$ cat src/rtl/mfun_pkg.sv
// mfun_pkg: shared state encoding, generator width and parameter defaults for the chip sequencer.
package mfun_pkg;
    typedef enum logic [1:0] {IDLE, LOADED, RUN} state_t;
    localparam int STATE_W = 4;
    localparam int LEN_W_DEF = 8;
    localparam int DIV_W_DEF = 5;
endpackage

$ cat src/rtl/mseq_step.sv
// mseq_step: one shift-right step of the 4-bit generator with tap-selected XOR feedback.
module mseq_step
    import mfun_pkg::*;
(
    input  logic [STATE_W-1:0] fase,
    input  logic [STATE_W-1:0] taps,
    output logic [STATE_W-1:0] next_fase,
    output logic               fb
);
    always_comb begin
        fb = ^(fase & taps);
        next_fase = {fb, fase[STATE_W-1:1]};
    end
endmodule

$ cat src/rtl/mseq_ctrl.sv
// mseq_ctrl: configurable chip sequencer with handshake config, clock divider,
// run length control and lockup detection.
module mseq_ctrl
    import mfun_pkg::*;
#(
    parameter int LEN_W = LEN_W_DEF,
    parameter int DIV_W = DIV_W_DEF
) (
    input  logic               clk,
    input  logic               rst,
    input  logic               cfg_valid,
    output logic               cfg_ready,
    input  logic [STATE_W-1:0] cfg_seed,
    input  logic [STATE_W-1:0] cfg_taps,
    input  logic [DIV_W-1:0]   cfg_div,
    input  logic [LEN_W-1:0]   cfg_len,
    input  logic               start,
    input  logic               stop,
    output logic               chip,
    output logic               chip_valid,
    output logic [STATE_W-1:0] fase,
    output logic               busy,
    output logic               done,
    output logic               period_wrap,
    output logic               err
);
    state_t state, state_nx;
    logic [STATE_W-1:0] seed, taps, next_fase;
    logic [DIV_W-1:0] div, div_cnt;
    logic [LEN_W-1:0] len, cnt;
    logic fb, cfg_ok, cfg_bad, go, step, last, lock;

    mseq_step u_step (
        .fase(fase),
        .taps(taps),
        .next_fase(next_fase),
        .fb(fb)
    );

    always_comb begin
        cfg_ready = state != RUN;
        busy = state == RUN;
        cfg_ok = cfg_valid && cfg_ready && cfg_seed != '0;
        cfg_bad = cfg_valid && cfg_ready && cfg_seed == '0;
        go = start && state == LOADED;
        step = busy && !stop && div_cnt == div;
        last = step && len != '0 && cnt == len - LEN_W'(1);
        // the updated state is zero exactly when feedback and the surviving bits are all zero
        lock = step && !fb && fase[STATE_W-1:1] == '0;
        state_nx = lock ? IDLE :
                   (busy && stop) || last ? LOADED :
                   go ? RUN :
                   cfg_ok ? LOADED : state;
    end

    always_ff @(posedge clk) begin
        if (rst) state <= IDLE;
        else state <= state_nx;
    end

    always_ff @(posedge clk) begin
        if (rst) begin
            seed <= '0;
            taps <= '0;
            div <= '0;
            len <= '0;
            div_cnt <= '0;
            cnt <= '0;
            fase <= '0;
            chip <= 1'b0;
            chip_valid <= 1'b0;
            done <= 1'b0;
            period_wrap <= 1'b0;
            err <= 1'b0;
        end else begin
            chip_valid <= step;
            done <= last;
            period_wrap <= step && next_fase == seed;
            err <= lock || cfg_bad;
            if (step) chip <= fase[0];
            if (cfg_ok) begin
                seed <= cfg_seed;
                taps <= cfg_taps;
                div <= cfg_div;
                len <= cfg_len;
            end
            if (go) begin
                fase <= seed;
                div_cnt <= '0;
                cnt <= '0;
            end else if (busy && !stop) begin
                div_cnt <= step ? '0 : div_cnt + DIV_W'(1);
                if (step) begin
                    fase <= next_fase;
                    cnt <= &cnt ? cnt : cnt + LEN_W'(1);
                end
            end
        end
    end
endmodule

$ cat config.mk
export PLATFORM = sky130hd
export DESIGN_NAME = mseq_ctrl
export DESIGN_NICKNAME = d
export VERILOG_FILES = /design/src/rtl/mfun_pkg.sv /design/src/rtl/mseq_step.sv /design/src/rtl/mseq_ctrl.sv
export SDC_FILE = /design/constraint.sdc
export NUM_CORES = 1
export LEC_CHECK = 0
export ABC_AREA = 1
export CAP_MARGIN = 15
export CORE_MARGIN = 2
export CORE_UTILIZATION = 50
export CTS_BUF_LIST = sky130_fd_sc_hd__clkbuf_8
export CTS_CLUSTER_DIAMETER = 200
export DETAILED_ROUTE_END_ITERATION = 10
export GPL_ROUTABILITY_DRIVEN = 0
export PLACE_DENSITY_LB_ADDON = 0.15
export REMOVE_ABC_BUFFERS = 1
export SLEW_MARGIN = 20
export SYNTH_ARGS = -nofsm -noshare
export SYNTH_HDL_FRONTEND = slang
export SYNTH_SLANG_ARGS = --single-unit
$ cat constraint.sdc
create_clock -name clk -period 1.5 [get_ports clk]
set_clock_uncertainty 0.15 [all_clocks]
set_input_delay 0.375 -clock clk [delete_from_list [all_inputs] [get_ports clk]]
set_output_delay 0.375 -clock clk [all_outputs]
set_load 0.01 [all_outputs]
==> After elaboration in Yosys (flattened, before gate mapping) <==
Cells that the tools add are included.
{ "classes": {"n_addsub": 3, "eq_ne": 6, "n_mux": 7, "bitwise": 2, "reduce_logical": 31} }
{ "ops": {"columns": ["op", "count"], "rows": [
  ["$logic_and A1 B1 Y1", 12],
  ["$mux W4", 3],
  ["$add A8 B1 Y8 const B", 1],
  ["$eq A8 B8 Y1", 1],
  ["$reduce_and A8 Y1", 1],
  ["$reduce_bool A8 Y1", 1],
  ["$sub A8 B1 Y8 const B", 1],
  ["$reduce_bool A2 Y1", 3],
  ["$add A5 B1 Y5 const B", 1],
  ["$eq A5 B5 Y1", 1],
  ["$mux W5", 1],
  ["$and A4 B4 Y4", 1],
  ["$eq A4 B4 Y1", 1],
  ["$logic_not A4 Y1", 1],
  ["$mux W2", 2],
  ["$reduce_bool A4 Y1", 1],
  ["$reduce_or A2 Y1", 2],
  ["$reduce_xor A4 Y1", 1],
  ["$logic_not A3 Y1", 1],
  ["$reduce_and A3 Y1", 1],
  ["$reduce_bool A3 Y1", 1],
  ["$reduce_or A3 Y1", 1],
  ["$eq A2 B1 Y1 const B", 1],
  ["$eq A2 B2 Y1 const B", 1],
  ["6 further kinds", 8]
]} }
{ "word_totals": {"regBits": 45, "input_bits": 26} }

==> Logic depth before layout (Yosys ltp) <==
Gate-level depths: netlist of the first run.
{ "logic_depth": {"word_depth": 7, "depth_mapped": 14, "depth_no_buf": 14} }

==> Cells and area by module <==
A second synthesis of the first run with hierarchy kept.
{ "unflattened": {"hier_cells": 359, "area_unflattened_um2": 2453.6} }
{ "by_module_without_submodules": {"columns": ["module", "n_inst", "cells_per_inst", "area_per_inst_um2", "seq_area_each_um2"], "rows": [
  ["mseq_ctrl", 1, 332, 2327.2, 900.9],
  ["mseq_step", 1, 27, 126.4, 0.0]
]} }

==> Worst setup path before layout of the first run <==
Ideal clock, no wire load.
{ "synth_timing": {"path_kind": "register to register", "start": "reg len[0]", "end": "reg state[0]", "setup_ns": 0.110, "arrival_time_ns": 1.354, "t_required_ns": 1.240, "path_slack_ns": -0.114, "stages_incl_launch_ff": 14, "n_path_buf": 0, "cell_sequence": "dfxtp_1 > inv_2 > ha_1 > inv_1 > nor2_1 > nand2_1 > o21ai_1 > nand2_1 > nand2_1 > nand2_1 > nand3_1 > nand3_1 > nand2_1 > inv_1"} }
{ "synth_between": {"elab_chain_len": 5} }
{ "synth_rtl": {"columns": ["element", "line_no", "rtl"], "rows": [
  ["start: declaration", "mseq_ctrl.sv:30", "logic [LEN_W-1:0] len, cnt;"],
  ["start signal: assignment", "mseq_ctrl.sv:85", "len <= cfg_len;"],
  ["$sub A8 B1 Y8 / $reduce_bool A8 Y1 (equally long branches)", "mseq_ctrl.sv:47", "last = step && len != '0 && cnt == len - LEN_W'(1);"],
  ["$eq A8 B8 Y1 / $logic_and A1 B1 Y1 (equally long branches)", "mseq_ctrl.sv:47", null],
  ["$logic_and A1 B1 Y1 (*)", "mseq_ctrl.sv:47", null],
  ["$logic_or A1 B1 Y1 (*)", "mseq_ctrl.sv:51", "(busy && stop) || last ? LOADED :"],
  ["$reduce_bool A3 Y1 (no line) / $mux W1 (equally long branches)", null, null],
  ["end signal: assignment", "mseq_ctrl.sv:58", "else state <= state_nx;"],
  ["end: declaration", "mseq_ctrl.sv:27", "state_t state, state_nx;"]
]} }
Every way passes the cells marked *; elsewhere a longest branch is shown, timed or not.
A chain may end at the register's enable or synchronous reset.

==> Worst setup path after layout of the first run <==
{ "layout_timing": {"start": "reg state[0]", "end": "reg cnt[7]"} }
{ "layout_between": {"elab_chain_len": 4} }
{ "layout_rtl": {"columns": ["element", "line_no", "rtl"], "rows": [
  ["$eq A2 B2 Y1", "mseq_ctrl.sv:42", "busy = state == RUN;"],
  ["$logic_and A1 B1 Y1", "mseq_ctrl.sv:46, mseq_ctrl.sv:91", null],
  ["$logic_and A1 B1 Y1", "mseq_ctrl.sv:46", "step = busy && !stop && div_cnt == div;"],
  ["$reduce_and A3 Y1 (no line)", null, null],
  ["end signal: assignment", "mseq_ctrl.sv:95", "cnt <= &cnt ? cnt : cnt + LEN_W'(1);"],
  ["end: declaration", "mseq_ctrl.sv:30", null]
]} }
Parallel ways exist; a longest one is shown, timed or not.

==> flow_summary_export.csv, run 1 <==
group,metric,value,unit
die,dieHeight,71.5,um
drt,ant_nets,0,
outcome,violations,"setup timing",
setup_path,critPathKind,"reg -> reg",
placed_design,portBuffers,36,
grt,grt_pass1_wl,10200,um
timing,worstMarginPinSlew,0.498,ns
timing,finalCritPeriodShare,120,%
drt,firstDrtPassIters,4,
finish,drive_above_1_share,38.1,%
drt,drcViolationCount,0,
logic_synthesis,ys_ff_latch,45,
logic_synthesis,synth_commonest_cells,"nand2_1 (73), dfxtp_1 (45), nor2_1 (45), inv_1 (38)",
cts,numCtsBuffers,5,
drt,vias,2563,
placed_design,dp_cells,456,
finish,final_cell_count_no_fill,477,
cts,cts.clk_slew.worst_paths,0.09,ns
timing,tns,-2.93,ns
logic_synthesis,syn_area,0.00227,mm2
timing,relSlewSlack,66.7,%
cts,cts_sinks,45,
placed_design,pre_cts_slack,-0.572,ns
job,cap_violations,0,
cts,clkLatencyLatePin,0.30,ns
timing,rsz0062_at_grt,"yes",
logic_synthesis,yosys_warnings,0,
grt,grt-ovfl-total,0,
logic_synthesis,synth_most_common_cell,"nand2_1",
finish,final_core_util,83.0,%
logic_synthesis,netlist.area_leader.share,39.6,%
timing,setup_viol,29,
cts,cts.path.max_buffers,2,
logic_synthesis,yosys-top-cells-area,"dfxtp_1 (40%), nand2_1 (12%), nor2_1 (7.4%)",
die,die_w,71.5,um
finish,area_growth,58.9,%
finish,num-nets-final,453,
timing,fin_ws,-0.304,ns
die,ios,37,
power_and_ir_drop,ir_drop,0.625,mV
setup_path,worst_setup_path_end_kind,"register",
outcome,status,"finished with violations",
power_and_ir_drop,p_per_area,769,mW/mm2
cts,cts_tree,"yes",
cts,cts_max_level,2,
drt,drt_iter0_markers,207,
logic_synthesis,synthArstFlopShare,0,%
drt,wl_per_cell,15.7,um
timing,max_freq,554,MHz
grt,grt_max_degree,17,
grt,grt_util_all_layers,25.5,%
logic_synthesis,synth_cell_types,33,
logic_synthesis,yosysTopAreaCell,"dfxtp_1",
timing,finalCriticalPeriod,1.80,ns
grt,grt_pass1_vias,2351,
die,die_area,0.00511,mm2
logic_synthesis,synth_flop_cell,"dfxtp_1",
setup_path,worstSetupStartpointType,"register",
die,num_rows,24,
cts,cts_hold_buf,0,
logic_synthesis,seq_area_frac_synth,39.6,%
setup_path,critical_path_required,1.55,ns
timing,hold-worst-slack,0.323,ns
die,coreArea,0.00435,mm2
timing,slew_viol_final,0,
finish,diodes,0,
setup_path,worst-path-max-fanout,5,
setup_path,crit_arrival,1.85,ns
cts,root_buffer,"clkbuf_8",
timing,timing_hold_violations_final,0,
logic_synthesis,synth_edf_count,0,
drt,routed_via_density,5.37,
min_path,hold_class,"reg -> reg",
logic_synthesis,syn_area_per_cell,6.85,um2
logic_synthesis,synth_cells,332,
die,start_util,52.2,%
drt,drt-total-wl,7480,um
placed_design,place_hpwl,4290,um
power_and_ir_drop,p_leak,1.62,nW
grt,antenna_found_initial,0,
worst max-delay path, stage by stage (launching register included):
cell,delay [ns]
dfxtp_2,0.34
inv_2,0.06
nand2_4,0.09
nor2_8,0.14
nand2_4,0.06
nor2_4,0.13
nand2_4,0.09
nor2_4,0.18
nand2_4,0.11
inv_4,0.09
nand2_1,0.08
nand2_1,0.11
a21oi_1,0.06
repair_timing:
item	CTS	global route
buffers inserted	3	10
resized for setup	76	92
setup endpoints to repair	56	42
pin swaps	19	30
gates cloned	1	1
state kept, by name (all words and copies together), names as in the netlist:
| name | flops |
|---|---|
| cnt | 8 |
| len | 8 |
| div | 5 |
| div_cnt | 5 |
| fase | 4 |
| seed | 4 |
| taps | 4 |
| state | 2 |
| chip | 1 |
| chip_valid | 1 |
| done | 1 |
| err | 1 |
| period_wrap | 1 |
per-stage QoR:
step           power, mW  cell area [um2]
5_1_grt             2.91             3610
6_report            2.78             3610
3_3_place_gp        1.80             2990
4_1_cts             2.64             3250
3_5_place_dp        1.81             2990
2_1_floorplan       1.57             2250
power breakdown:
part / switching (mW) / leakage (nW) / total [mW] / internal (mW)
sequential: 0.0423 / 0.374 / 1.29 / 1.25
clock: 0.435 / 0.0512 / 0.809 / 0.374
combinational: 0.364 / 1.19 / 0.679 / 0.315
routing by layer:
metal / global-route usage (%) / up-vias / routed length (um)
met5: 0 / - / 0
met4: 11.1 / 0 / 259
met3: 6.33 / 34 / 400
met2: 45.2 / 97 / 3980
met1: 28.9 / 1180 / 2840
li1: - / 1252 / -
logic make-up after synthesis:
| family | after synthesis | synth area share, % |
|---|---|---|
| xor+xnor | 12 | 4.62 |
| simple gates | 161 | 31.7 |
| flops | 45 | 39.6 |
| buf+inv | 51 | 8.53 |
| compound gates | 60 | 13.9 |
| fa+ha+maj | 3 | 1.65 |
cells in the final DEF, fill, tap and decap left out, types with 3 or more instances in the layout:
cell type        count
o21ai_0              7
inv_1               32
nand3_1             16
nor2_4              10
nand2_4              7
nand2_1             63
clkbuf_8             6
xnor2_1              3
buf_4               43
dlygate4sd2_1       11
nor2_2              10
inv_2                8
clkdlybuf4s15_1      3
clkdlybuf4s50_1     19
dfxtp_1             33
nand2_2              6
dfxtp_2             10
o21ai_1              8
o21ai_2             13
inv_4                4
buf_6               11
nand3_2              7
nor3_1               3
nand4_1              4
xor2_1               7
nor2_1              29
a21oi_2              9
a21oi_1             15
worst paths after layout:
path / end / depth (start not counted) / startpoint / slack, ns
setup / recovery: cnt[7] / 12 / state[0] / -0.30
hold / removal: seed[3] / 2 / seed[3] / 0.32
hold reg to reg: seed[3] / 2 / seed[3] / 0.32
setup reg to reg: cnt[7] / 12 / state[0] / -0.30
cell type report:
cell class                      instances  area (um2)
Fill cell                             261         741
Timing Repair Buffer                   92         841
Clock buffer                            6        82.6
Inverter                               44         175
Multi-Input combinational cell        236        1520
Tap cell                               52        65.1
Clock inverter                          2        13.8
Sequential cell                        45         921
Note: power is estimated with default switching activity, not from simulation.
==> run 2, diff against run 1 <==
--- a/config.mk
+++ b/config.mk
@@ -15,6 +15,7 @@
 export GPL_ROUTABILITY_DRIVEN = 0
 export PLACE_DENSITY_LB_ADDON = 0.15
 export REMOVE_ABC_BUFFERS = 1
+export SKIP_CTS_REPAIR_TIMING = 1
 export SLEW_MARGIN = 20
 export SYNTH_ARGS = -nofsm -noshare
 export SYNTH_HDL_FRONTEND = slang
==> flow_summary_export.csv, run 2 (synthesized netlist as in run 1, its figures left out) <==
group,metric,value,unit
outcome,status,"finished with violations",
outcome,violations,"setup timing",
grt,grt_util_all_layers,23.7,%
drt,routed_via_density,5.05,
timing,rsz0062_at_grt,"yes",
drt,ant_nets,0,
setup_path,cp_common_cell,"nand2_1",
timing,setup_viol,17,
finish,final_core_util,78.6,%
drt,dr_wl_met2,3160,um
timing,slew_viol_final,0,
grt,grt_pass1_wl,9520,um
drt,vias,2379,
min_path,hp-start,"cfg_seed[2]",
setup_path,r2r_cells,14,
finish,final_cell_mix,"nand2_1 (66), buf_4 (44), nor2_1 (34)",
cts,cts.path.max_buffers,2,
timing,hold-worst-slack,0.246,ns
setup_path,worst-path-max-fanout,3,
job,cap_violations,0,
grt,antenna_found_initial,0,
setup_path,r2r_start,"len[1]",
die,start_util,52.2,%
finish,layout_commonest_cell,"nand2_1",
drt,firstDrtPassIters,4,
drt,wl_per_cell,12.9,um
placed_design,place_hpwl,4290,um
timing,finalCritPeriodShare,112,%
timing,fin_ws,-0.178,ns
timing,tns,-1.26,ns
placed_design,portBuffers,36,
cts,numCtsBuffers,5,
timing,max_freq,596,MHz
setup_path,critical_path.slowest_cell,"dfxtp_2",
setup_path,cp_num_buf_inv,3,
min_path,hold_depth,3,
finish,seq_area,920,um2
timing,relSlewSlack,77.1,%
cts,cts.clk_slew.worst_paths,0.09,ns
setup_path,crit_family,"simple AND/OR/NAND/NOR gates",
cts,root_buffer,"clkbuf_8",
min_path,hold_class,"in -> reg",
finish,fillCellCount,293,
finish,drive_above_1_share,31.3,%
finish,num-nets-final,447,
die,ios,37,
finish,area_growth,50.5,%
grt,grt_max_degree,17,
cts,cts_tree,"yes",
die,num_rows,24,
die,die_area,0.00511,mm2
power_and_ir_drop,p_per_area,782,mW/mm2
setup_path,worstSetupStartpointType,"register",
setup_path,cp_cell_sequence,"inv_2, ha_4, buf_6, nand2_2, nand2_1, nand2_1, nand2_1, nor2_1, nand2_1, nor2_1, nand3_2, nand3_1, nand2_1, inv_1",
setup_path,startpoint,"len[1]",
finish,largest_registers,"cnt: 8 flops, len: 8 flops",
grt,grt-ovfl-total,0,
cts,cts_sinks,45,
setup_path,crit_cells,14,
power_and_ir_drop,ir_drop,0.615,mV
setup_path,r2r_slack,-0.18,ns
cts,cts_max_level,2,
cts,clkLatencyLatePin,0.30,ns
finish,diodes,0,
setup_path,crit_arrival,1.77,ns
drt,drt-met1-wl,2510,um
grt,grt_pass1_vias,2207,
drt,drt-total-wl,6080,um
setup_path,critical_path_required,1.60,ns
drt,drt_iter0_markers,114,
drt,top_layer_used,"met4",
timing,finalCriticalPeriod,1.68,ns
die,die_w,71.5,um
power_and_ir_drop,power.total,2.68,mW
power_and_ir_drop,p_leak,1.72,nW
timing,worstMarginPinSlew,0.341,ns
drt,drcViolationCount,0,
die,dieHeight,71.5,um
setup_path,worst_setup_path_end_kind,"register",
die,coreArea,0.00435,mm2
finish,multi_input_comb_area,0.00138,mm2
drt,dr_wl_met3,283,um
setup_path,slowest_delay,0.35,ns
setup_path,critPathKind,"reg -> reg",
timing,timing_hold_violations_final,0,
[run 2: through the flow]
step | cells | setup slack [ns] | instance area [um2]
finish | 471 | -0.178 | 3420
global route | 471 | -0.295 | 3420
CTS | 464 | -0.432 | 3090
detailed placement | 456 | -0.572 | 2990
global placement | 456 | -0.520 | 2990
floorplan | 325 | -0.316 | 2250
[run 2: final cells by class]
| type | count | area share, % |
|---|---|---|
| clock buffer | 6 | 2.41 |
| sequential | 45 | 26.9 |
| timing repair buffer | 86 | 23.3 |
| tap | 52 | 1.90 |
| multi-input combinational | 236 | 40.3 |
| clock inverter | 2 | 0.402 |
| inverter | 44 | 4.82 |
[run 2: final timing paths]
path                                  to
worst max-delay path            state[0]
worst min-delay path             seed[2]
worst max register to register  state[0]
worst min register to register    div[0]
[run 2: worst reg2reg max path, stage by stage (launching register included)]
cell     delay, ns
dfxtp_2       0.35
inv_2         0.06
ha_4          0.16
buf_6         0.11
nand2_2       0.06
nand2_1       0.06
nand2_1       0.05
nand2_1       0.04
nor2_1        0.08
nand2_1       0.07
nor2_1        0.11
nand3_2       0.12
nand3_1       0.09
nand2_1       0.05
inv_1         0.06
[run 2: where the power goes]
part           switching (mW)  total (mW)  leakage, nW  internal [mW]
registers              0.0416        1.29        0.374           1.25
logic                   0.301       0.581         1.29          0.279
clock network           0.430       0.804       0.0512          0.374
[run 2: routing by layer]
layer / vias to the layer above / global-route usage (%)
li1: 1237 / -
met1: 1070 / 27.8
met2: 59 / 41.0
met3: 13 / 5.91
met4: 0 / 9.64
met5: - / 0
